<file path="config.mk">
export PLATFORM = sky130hd
export DESIGN_NAME = pwm_generator
export DESIGN_NICKNAME = d
export VERILOG_FILES = /design/src/rtl/pwm_generator.sv
export SDC_FILE = /design/constraint.sdc
export NUM_CORES = 1
export LEC_CHECK = 0
export ABC_AREA = 1
export CAP_MARGIN = 20
export CORE_AREA = 2 2 60 84
export CTS_BUF_LIST = sky130_fd_sc_hd__clkbuf_8
export CTS_CLUSTER_SIZE = 24
export DETAILED_ROUTE_END_ITERATION = 8
export DIE_AREA = 0 0 62 86
export PLACE_DENSITY = 0.66
export SETUP_SLACK_MARGIN = 0.05
export SLEW_MARGIN = 5
export SYNTH_ARGS = -nofsm -noshare
export SYNTH_HDL_FRONTEND = slang
export SYNTH_SLANG_ARGS = --single-unit
</file>
<file path="constraint.sdc">
create_clock -name clk -period 2.5 [get_ports clk]
set_input_delay 0.625 -clock clk [delete_from_list [all_inputs] [get_ports clk]]
set_output_delay 0.625 -clock clk [all_outputs]
set_load 0.005 [all_outputs]
</file>
<file path="src/rtl/pwm_generator.sv">
// rtl/pwm_generator.sv - tick-driven PWM generator with period/duty registers; PWM_SHADOW_EN enables double buffering
module pwm_generator #(
    parameter int PWM_WIDTH = 8
) (
    input  logic                 clk,
    input  logic                 rst_n,
    input  logic                 div_clk,
    input  logic                 wr,
    input  logic [1:0]           addr,
    input  logic [PWM_WIDTH-1:0] wdata,
    output logic [PWM_WIDTH-1:0] rdata,
    output logic                 pwm_out,
    output logic                 period_end
);

    typedef enum logic [1:0] {
        IDLE  = 2'd0,
        RUN   = 2'd1,
        DRAIN = 2'd2
    } state_t;

    state_t               state, state_n;
    logic [PWM_WIDTH-1:0] cnt, cnt_n;
    logic [PWM_WIDTH-1:0] period_a, period_a_n;
    logic [PWM_WIDTH-1:0] duty_a, duty_a_n;
    logic                 enable, enable_n;
    logic                 polarity, polarity_n;
    logic                 div_q;
    logic                 tick;
    logic                 wrap;
    logic                 pe_n;
    logic                 pwm_n;
    logic                 wr_period, wr_duty, wr_ctrl;

`ifdef PWM_SHADOW_EN
    logic [PWM_WIDTH-1:0] period, period_n;
    logic [PWM_WIDTH-1:0] duty, duty_n;
`endif

    assign tick      = div_clk & ~div_q;
    assign wr_period = wr && (addr == 2'd0);
    assign wr_duty   = wr && (addr == 2'd1);
    assign wr_ctrl   = wr && (addr == 2'd2);
    // >= rather than == so a freshly written shorter period wraps on the next tick
    assign wrap      = (cnt >= period_a);

    always_comb begin
        enable_n   = wr_ctrl ? wdata[0] : enable;
        polarity_n = wr_ctrl ? wdata[1] : polarity;
`ifdef PWM_SHADOW_EN
        period_n   = wr_period ? wdata : period;
        duty_n     = wr_duty   ? wdata : duty;
        period_a_n = period_a;
        duty_a_n   = duty_a;
`else
        period_a_n = wr_period ? wdata : period_a;
        duty_a_n   = wr_duty   ? wdata : duty_a;
`endif
        state_n    = state;
        cnt_n      = cnt;
        pe_n       = 1'b0;
        case (state)
            IDLE: begin
                cnt_n = '0;
                if (enable) begin
                    state_n = RUN;
`ifdef PWM_SHADOW_EN
                    period_a_n = period_n;
                    duty_a_n   = duty_n;
`endif
                end
            end
            RUN, DRAIN: begin
                state_n = enable ? RUN : DRAIN;
                if (tick) begin
                    if (wrap) begin
                        cnt_n = '0;
                        pe_n  = 1'b1;
                        if (state == DRAIN) begin
                            state_n = IDLE;
                        end else begin
`ifdef PWM_SHADOW_EN
                            // pending values include a write landing this very cycle
                            period_a_n = period_n;
                            duty_a_n   = duty_n;
`endif
                        end
                    end else begin
                        cnt_n = cnt + PWM_WIDTH'(1);
                    end
                end
            end
            default: state_n = IDLE;
        endcase
        pwm_n = (state_n == IDLE) ? polarity_n : ((cnt_n < duty_a_n) ^ polarity_n);
    end

    always_ff @(posedge clk or negedge rst_n) begin
        if (!rst_n) begin
            state      <= IDLE;
            cnt        <= '0;
            div_q      <= 1'b0;
            period_a   <= '1;
            duty_a     <= '0;
            enable     <= 1'b0;
            polarity   <= 1'b0;
            pwm_out    <= 1'b0;
            period_end <= 1'b0;
`ifdef PWM_SHADOW_EN
            period     <= '1;
            duty       <= '0;
`endif
        end else begin
            state      <= state_n;
            cnt        <= cnt_n;
            div_q      <= div_clk;
            period_a   <= period_a_n;
            duty_a     <= duty_a_n;
            enable     <= enable_n;
            polarity   <= polarity_n;
            pwm_out    <= pwm_n;
            period_end <= pe_n;
`ifdef PWM_SHADOW_EN
            period     <= period_n;
            duty       <= duty_n;
`endif
        end
    end

    always_comb begin
        rdata = '0;
        case (addr)
`ifdef PWM_SHADOW_EN
            2'd0: rdata = period;
            2'd1: rdata = duty;
`else
            2'd0: rdata = period_a;
            2'd1: rdata = duty_a;
`endif
            2'd2: rdata[3:0] = {state, polarity, enable};
            default: rdata = cnt;
        endcase
    end

endmodule

</file>
==> impl_metrics.csv, run 1 <==
group,metric,value,unit
global_route,globalRouteTotalUtil,22.91,%
worst_setup_path,crit_path_start_kind,"register",
worst_setup_path,crit_required,2.69,ns
sta,period_minus_slack,2.638,ns
synthesis,synth.net_count,287,
power,switching_share,36.06,%
clock_tree,clock_sinks,31,
synthesis,ys.warnings.count,0,
finish,final_std_cell_area_no_fill,2920,um^2
routing,detailedRoute.firstPassIterationCount,5,
finish,diodes,0,
finish,flow.area_growth_from_synthesis,45.87,%
placed_design,placement.cell_area,2551,um^2
worst_setup_path,end_kind,"register",
worst_setup_path,critPathMaxStageDelay,0.55,ns
worst_setup_path,critPathMostFrequentCell,"nand2_1",
routing,drt-total-wl,5582,um
worst_setup_path,path_class,"reg2reg",
clock_tree,worst_skew_pair.late_latency,0.29,ns
sta,setup_tns,-0.1378,ns
synthesis,synth_top_area_share,28.75,%
clock_tree,cts.clk_slew.worst_paths,0.08,ns
power,vdd.ir_drop.worst,0.4560,mV
flow_run,maxCapViolations,0,
sta,slew_headroom,65.23,%
power,power_frac_seq,32.6,%
worst_setup_path,critPathMaxFanout,4,
global_route,grt_pass1_wl,8935,um
floorplan,die_height,86,um
sta,setup-violations-final,1,
sta,final_min_period_over_clock_period,105.5,%
synthesis,synthesis.area,2002,um^2
sta,post-route-worst-setup-slack,-0.1378,ns
floorplan,floorplan.initialDensity,44.14,%
floorplan,ios,24,
global_route,grt_max_degree,32,
sta,number_of_pins_exceeding_their_max_slew_limit_in_the_final_report,0,
placed_design,dpl_worst_slack,-0.5511,ns
synthesis,cell_accounting_for_the_most_synthesized_area,"dfrtp_1",
hold_path,hold_path.class,"reg2reg",
power,combinational_share_of_power,41.1,%
clock_tree,numCtsBuffers,5,
power,switchingPower,0.7280,mW
floorplan,dieArea,5332,um^2
worst_setup_path,crit_slowest_cell,"dfstp_2",
sta,fmax,0.3791,GHz
routing,wl_per_cell,14.46,um
routing,detail-route-antenna-nets,0,
synthesis,synth_async_reset_ratio,100.0,%
finish,filler_cell_count,382,
outcome,failed_checks,"negative setup slack",
finish,nets,356,
outcome,outcome,"finished with violations",
sta,report.final.hold_viol_count,0,
worst_setup_path,arrival,2.83,ns
clock_tree,cts_hold_buf,0,
clock_tree,cts_tree,"done",
power,power.share.clock,26.4,%
synthesis,synthMostInstantiatedCell,"nand2_1",
synthesis,proportion_of_synthesized_chip_area_in_sequential_cells,39.25,%
synthesis,synthTopCellsByCount,"nand2_1, inv_1, dfrtp_1, ha_1, o21ai_0",
power,power_per_cell_area,691.3,nW/um^2
floorplan,die_width,62,um
global_route,number_of_antenna_violations_at_the_first_check_in_global_routing,0,
global_route,total_congestion_overflow_after_global_routing,0,
sta,unrepaired_setup_endpoints_after_global_routing,"yes",
routing,detail_route.drc_violations,0,
synthesis,synth_edf_count,0,
synthesis,synthesis.area_per_instance,7.882,um^2
clock_tree,clock_path_buffers,2,
synthesis,postSynth.topFlopCell,"dfrtp_1",
power,total_leakage_power,1.470,nW
clock_tree,clock-root-buffer,"clkbuf_8",
synthesis,ys_seq_elements,31,
placed_design,weighted_congestion_reported_at_the_end_of_routability_driven_placement,0.7864,
sta,fin_skew,0.008458,ns
synthesis,synth_cell_type_count,31,
placed_design,number_of_buffer_cells_added_on_primary_ports,23,
synthesis,post_synth_inst_count,254,
routing,vias,1906,
global_route,number_of_global_route_vias_before_repair,1934,
sta,worst_slew_pin_slew,0.5202,ns
synthesis,synth_top_area_cells,"dfrtp_1, nand2_1, ha_1",
clock_tree,htreeDepth,2,
routing,avgViaCountPerCell,4.938,
floorplan,placement_rows,29,
power,p_int,1.291,mW
finish,share_of_final_layout_standard_cells_stronger_than_drive_strength_1,33.02,%
routing,number_of_drc_markers_in_iteration_0,95,
placed_design,dp.final_hpwl,3929,um
floorplan,core_region_area,4536,um^2
worst_setup_path,worstPathCellList,"inv_2 > ha_4 > a21oi_2 > nor2_1 > nor2_2 > nand3_2 > nand2_4 > nand2_4 > buf_6 > o32ai_4 > ha_2 > nand2_1 > nor2_1 > nand2_1 > nand3_1 > nand2_1 > inv_1",
[cells by family after synthesis]
kind of cell,after synthesis,share of synthesized area (%)
and+or+nand+nor,102,23.69
buffers and inverters,51,9.625
AOI/OAI and AO/OA,49,14.69
DFF,31,39.25
adders and majority gates,19,11.88
xor gates and xnor gates,2,0.8752
[final timing paths]
check	startpoint	to	slack, ns	depth (start not counted)
worst max-delay path	period_a[5]$_DFFE_PN1P_	pwm_out$_DFF_PN0_	-0.14	17
worst min-delay path	period_a[3]$_DFFE_PN1P_	period_a[3]$_DFFE_PN1P_	0.51	2
worst max register to register	period_a[5]$_DFFE_PN1P_	pwm_out$_DFF_PN0_	-0.14	17
worst min register to register	period_a[3]$_DFFE_PN1P_	period_a[3]$_DFFE_PN1P_	0.51	2
max in group asynchronous	rst_n	period_a[3]$_DFFE_PN1P_	1.44	2
min in group asynchronous	rst_n	duty_a[3]$_DFF_PN0_	0.73	2
[through the flow]
step                total power, mW  cells  hold WS [ns]  utilization (%)
floorplan                     1.043    254        0.3294                -
global placement              1.324    369        0.4879            56.25
detailed placement            1.339    369        0.4945            56.25
CTS                           1.945    384        0.5110            62.07
global route                  2.157    386        0.5231            64.39
finish                        2.019    386        0.5150            64.39
[routing by layer]
layer  share of wire, %  vias up  GRT usage (%)
met5                  0        -              0
li1                   -      948              -
met3                4.7        9          3.771
met1                 41      902          29.45
met2                 52       47          37.41
met4                2.1        0          8.511
[registers in the layout (all words and copies together) (netlist names)]
register    count
period_end      1
pwm_out         1
enable          1
period_a        8
duty_a          8
cnt             8
polarity        1
div_q           1
state           2
[power by group through the flow]
| stage | clock network (mW) | logic [mW] | registers, mW |
|---|---|---|---|
| 2_1_floorplan | 0 | 0.395 | 0.648 |
| 3_3_place_gp | 0 | 0.667 | 0.658 |
| 3_5_place_dp | 0 | 0.680 | 0.659 |
| 4_1_cts | 0.534 | 0.755 | 0.655 |
| 5_1_grt | 0.557 | 0.932 | 0.668 |
| 6_report | 0.532 | 0.829 | 0.657 |
[worst max-delay path, delay by kind of cell, from the launching register on]
kind | cells | cell delay [ns]
and+or+nand+nor | 10 | 0.78
adders and majority gates | 2 | 0.54
DFF | 1 | 0.55
AOI/OAI and AO/OA | 2 | 0.42
buffers and inverters | 3 | 0.23
[cell usage in the layout, fill, tap and decap left out, types with 6 or more instances in the layout]
master,n
clkbuf_8,6
ha_1,10
a21oi_1,11
nor2_1,15
clkdlybuf4s50_1,12
inv_2,10
buf_4,40
dlygate4sd2_1,10
dfstp_2,8
o21ai_0,15
inv_1,39
nand2_1,62
ha_4,8
dfrtp_1,23
[area by class of cell]
cell class | instances | area [um^2] | share of cell area (%)
clock buffers | 6 | 82.58 | 2.828
flip-flops and latches | 31 | 785.8 | 26.91
well taps | 62 | 77.57 | 2.656
inverters | 49 | 183.9 | 6.298
multi-input cells | 172 | 1226 | 41.99
clock inverters | 2 | 35.03 | 1.200
repair buffers | 64 | 529.3 | 18.12
[what timing repair did]
action | 4_1_cts | 5_1_grt
gates resized for setup | 30 | 21
pin swaps | 20 | 16
hold endpoints to repair | 0 | 0
setup buffers | 7 | 2
endpoints found under the setup margin | 9 | 2
No activity file was read; power rests on OpenSTA's default activity.
==> inputs of run 2 (changes only) <==
- SETUP_SLACK_MARGIN: 0.05 -> unset
==> run 2 against run 1 <==
Effect of this change:
- the flow still finishes with violations (negative setup slack)
- combinational power down 0.8%
- clock power down 3.8%
- utilization up 1.3 points
- critical path type unchanged
- clock skew down 0.0054 ns
- flip-flop and latch count unchanged
- sequential share of layout area down 0.52 points
==> impl_metrics.csv, run 2 (synthesis results as in run 1) <==
group,metric,value,unit
global_route,grt_pass1_wl,8983,um
power,combinational_share_of_power,41.3,%
finish,nets,364,
clock_tree,cts_hold_buf,0,
clock_tree,clock_sinks,31,
floorplan,floorplan.initialDensity,44.14,%
routing,drt-total-wl,5824,um
finish,multi_input_gate_area_in_the_final_layout,1214,um^2
clock_tree,cts_tree,"done",
clock_tree,cts.clk_slew.worst_paths,0.07,ns
floorplan,placement_rows,29,
routing,detail-route-antenna-nets,0,
worst_setup_path,critPathMaxFanout,5,
outcome,failed_checks,"negative setup slack",
finish,final_std_cell_area_no_fill,2978,um^2
global_route,total_congestion_overflow_after_global_routing,0,
placed_design,weighted_congestion_reported_at_the_end_of_routability_driven_placement,0.8951,
power,total_leakage_power,1.514,nW
placed_design,dp.cells,377,
sta,unrepaired_setup_endpoints_after_global_routing,"yes",
worst_setup_path,crit_family,"compound AO/OA/AOI/OAI gates",
sta,slew_headroom,73.47,%
finish,largest_registers,"cnt x8, duty_a x8, period_a x8",
finish,filler_cell_count,389,
worst_setup_path,critPathMaxStageDelay,0.54,ns
sta,report.final.hold_viol_count,0,
sta,fmax,0.3942,GHz
sta,final_min_period_over_clock_period,101.5,%
clock_tree,htreeDepth,2,
power,power.share.clock,25.7,%
sta,fin_skew,0.003063,ns
clock_tree,worst_skew_pair.late_latency,0.28,ns
finish,layout.area.seq,785.8,um^2
routing,detail_route.drc_violations,0,
routing,detailedRoute.firstPassIterationCount,4,
sta,period_minus_slack,2.537,ns
finish,layout.cells.most_common,"nand2_1",
flow_run,maxCapViolations,0,
power,switchingPower,0.7116,mW
floorplan,die_height,86,um
finish,layout.cells.most_common_list,"nand2_1, buf_4, inv_1",
global_route,globalRouteTotalUtil,23.36,%
power,power_per_cell_area,668.6,nW/um^2
power,switching_share,35.74,%
floorplan,ios,24,
placed_design,dp.final_hpwl,4195,um
worst_setup_path,end_kind,"register",
global_route,grt_max_degree,32,
clock_tree,clock_path_buffers,2,
worst_setup_path,crit_slowest_cell,"dfstp_2",
worst_setup_path,crit_path_start_kind,"register",
worst_setup_path,path_class,"reg2reg",
floorplan,core_region_area,4536,um^2
finish,share_of_final_layout_standard_cells_stronger_than_drive_strength_1,34.64,%
finish,diodes,0,
worst_setup_path,critPathMostFrequentCell,"a21oi_2",
sta,number_of_pins_exceeding_their_max_slew_limit_in_the_final_report,0,
finish,instances_no_fill,394,
sta,worst_slew_pin_slew,0.3975,ns
outcome,outcome,"finished with violations",
sta,setup-violations-final,1,
global_route,number_of_global_route_vias_before_repair,1955,
worst_setup_path,crit_required,2.68,ns
worst_setup_path,critPathBufInv,2,
worst_setup_path,worstPathCellList,"inv_2 > ha_4 > a21oi_2 > nor2_1 > nor2_2 > nand3_2 > nand2_4 > nand2_4 > o32ai_4 > ha_1 > a21oi_2 > o21ai_1 > a21oi_2 > nand3_1 > nand2_1 > inv_1",
finish,flow.area_growth_from_synthesis,48.75,%
global_route,number_of_antenna_violations_at_the_first_check_in_global_routing,0,
routing,wl_per_cell,14.78,um
worst_setup_path,arrival,2.72,ns
clock_tree,numCtsBuffers,5,
placed_design,placement.cell_area,2624,um^2
power,vdd.ir_drop.worst,0.6761,mV
floorplan,dieArea,5332,um^2
clock_tree,clock-root-buffer,"clkbuf_8",
sta,post-route-worst-setup-slack,-0.03665,ns
placed_design,number_of_buffer_cells_added_on_primary_ports,23,
routing,vias,1970,
power,power_frac_seq,33.0,%
routing,number_of_drc_markers_in_iteration_0,66,
hold_path,hold_path.class,"reg2reg",
floorplan,die_width,62,um
routing,avgViaCountPerCell,5.000,
power,p_int,1.279,mW
run 2: worst register-to-register path, delay by kind of cell (launching register included):
| family | cells | cell delay [ns] |
|---|---|---|
| adders and majority gates | 2 | 0.51 |
| and+or+nand+nor | 7 | 0.65 |
| buffers and inverters | 2 | 0.09 |
| DFF | 1 | 0.54 |
| AOI/OAI and AO/OA | 5 | 0.66 |
run 2: repair_timing:
item	in CTS	in global routing
pin swaps	23	16
setup buffers	7	2
setup endpoints to repair	9	6
resized for setup	37	20
run 2: layout make-up:
type | instances | share of cell area, %
Inverter | 49 | 6.345
Multi-Input combinational cell | 172 | 40.76
Timing Repair Buffer | 72 | 19.96
Sequential cell | 31 | 26.39
Clock inverter | 2 | 1.176
Clock buffer | 6 | 2.773
Tap cell | 62 | 2.605
run 2: power by group through the flow:
stage	logic, mW	clock network [mW]	registers (mW)
after floorplan	0.395	0	0.648
after global placement	0.695	0	0.655
after detailed placement	0.708	0	0.657
final	0.822	0.512	0.657
after CTS	0.758	0.525	0.657
after global routing	0.916	0.533	0.668
run 2: worst paths after layout:
path,startpoint,endpoint,slack [ns],depth (start not counted)
min reg2reg,period_a[4]$_DFFE_PN1P_,period_a[4]$_DFFE_PN1P_,0.50,2
max reg2reg,period_a[5]$_DFFE_PN1P_,pwm_out$_DFF_PN0_,-0.04,16
min in group asynchronous,rst_n,cnt[4]$_DFF_PN0_,0.73,2
max,period_a[5]$_DFFE_PN1P_,pwm_out$_DFF_PN0_,-0.04,16
max in group asynchronous,rst_n,period_a[6]$_DFFE_PN1P_,1.43,2
min,period_a[4]$_DFFE_PN1P_,period_a[4]$_DFFE_PN1P_,0.50,2
run 2: per-layer routing:
layer | part of all wire, % | vias up | global-route usage, %
met5 | 0 | - | 0
met4 | 4.5 | 0 | 11.99
met3 | 3.3 | 17 | 3.469
met2 | 54 | 51 | 40.44
met1 | 38 | 929 | 26.36
li1 | - | 973 | -
run 2: per-stage QoR:
step	utilization, %	TNS (ns)	setup WS (ns)	power [mW]	hold slack (ns)
2_1_floorplan	-	0	0.03085	1.043	0.3294
3_3_place_gp	57.85	-3.544	-0.4821	1.350	0.4825
3_5_place_dp	57.85	-3.739	-0.5424	1.365	0.4919
4_1_cts	64.03	-0.08211	-0.08211	1.940	0.5021
5_1_grt	65.66	-0.3101	-0.2483	2.117	0.5290
6_report	65.66	-0.03665	-0.03665	1.991	0.5045
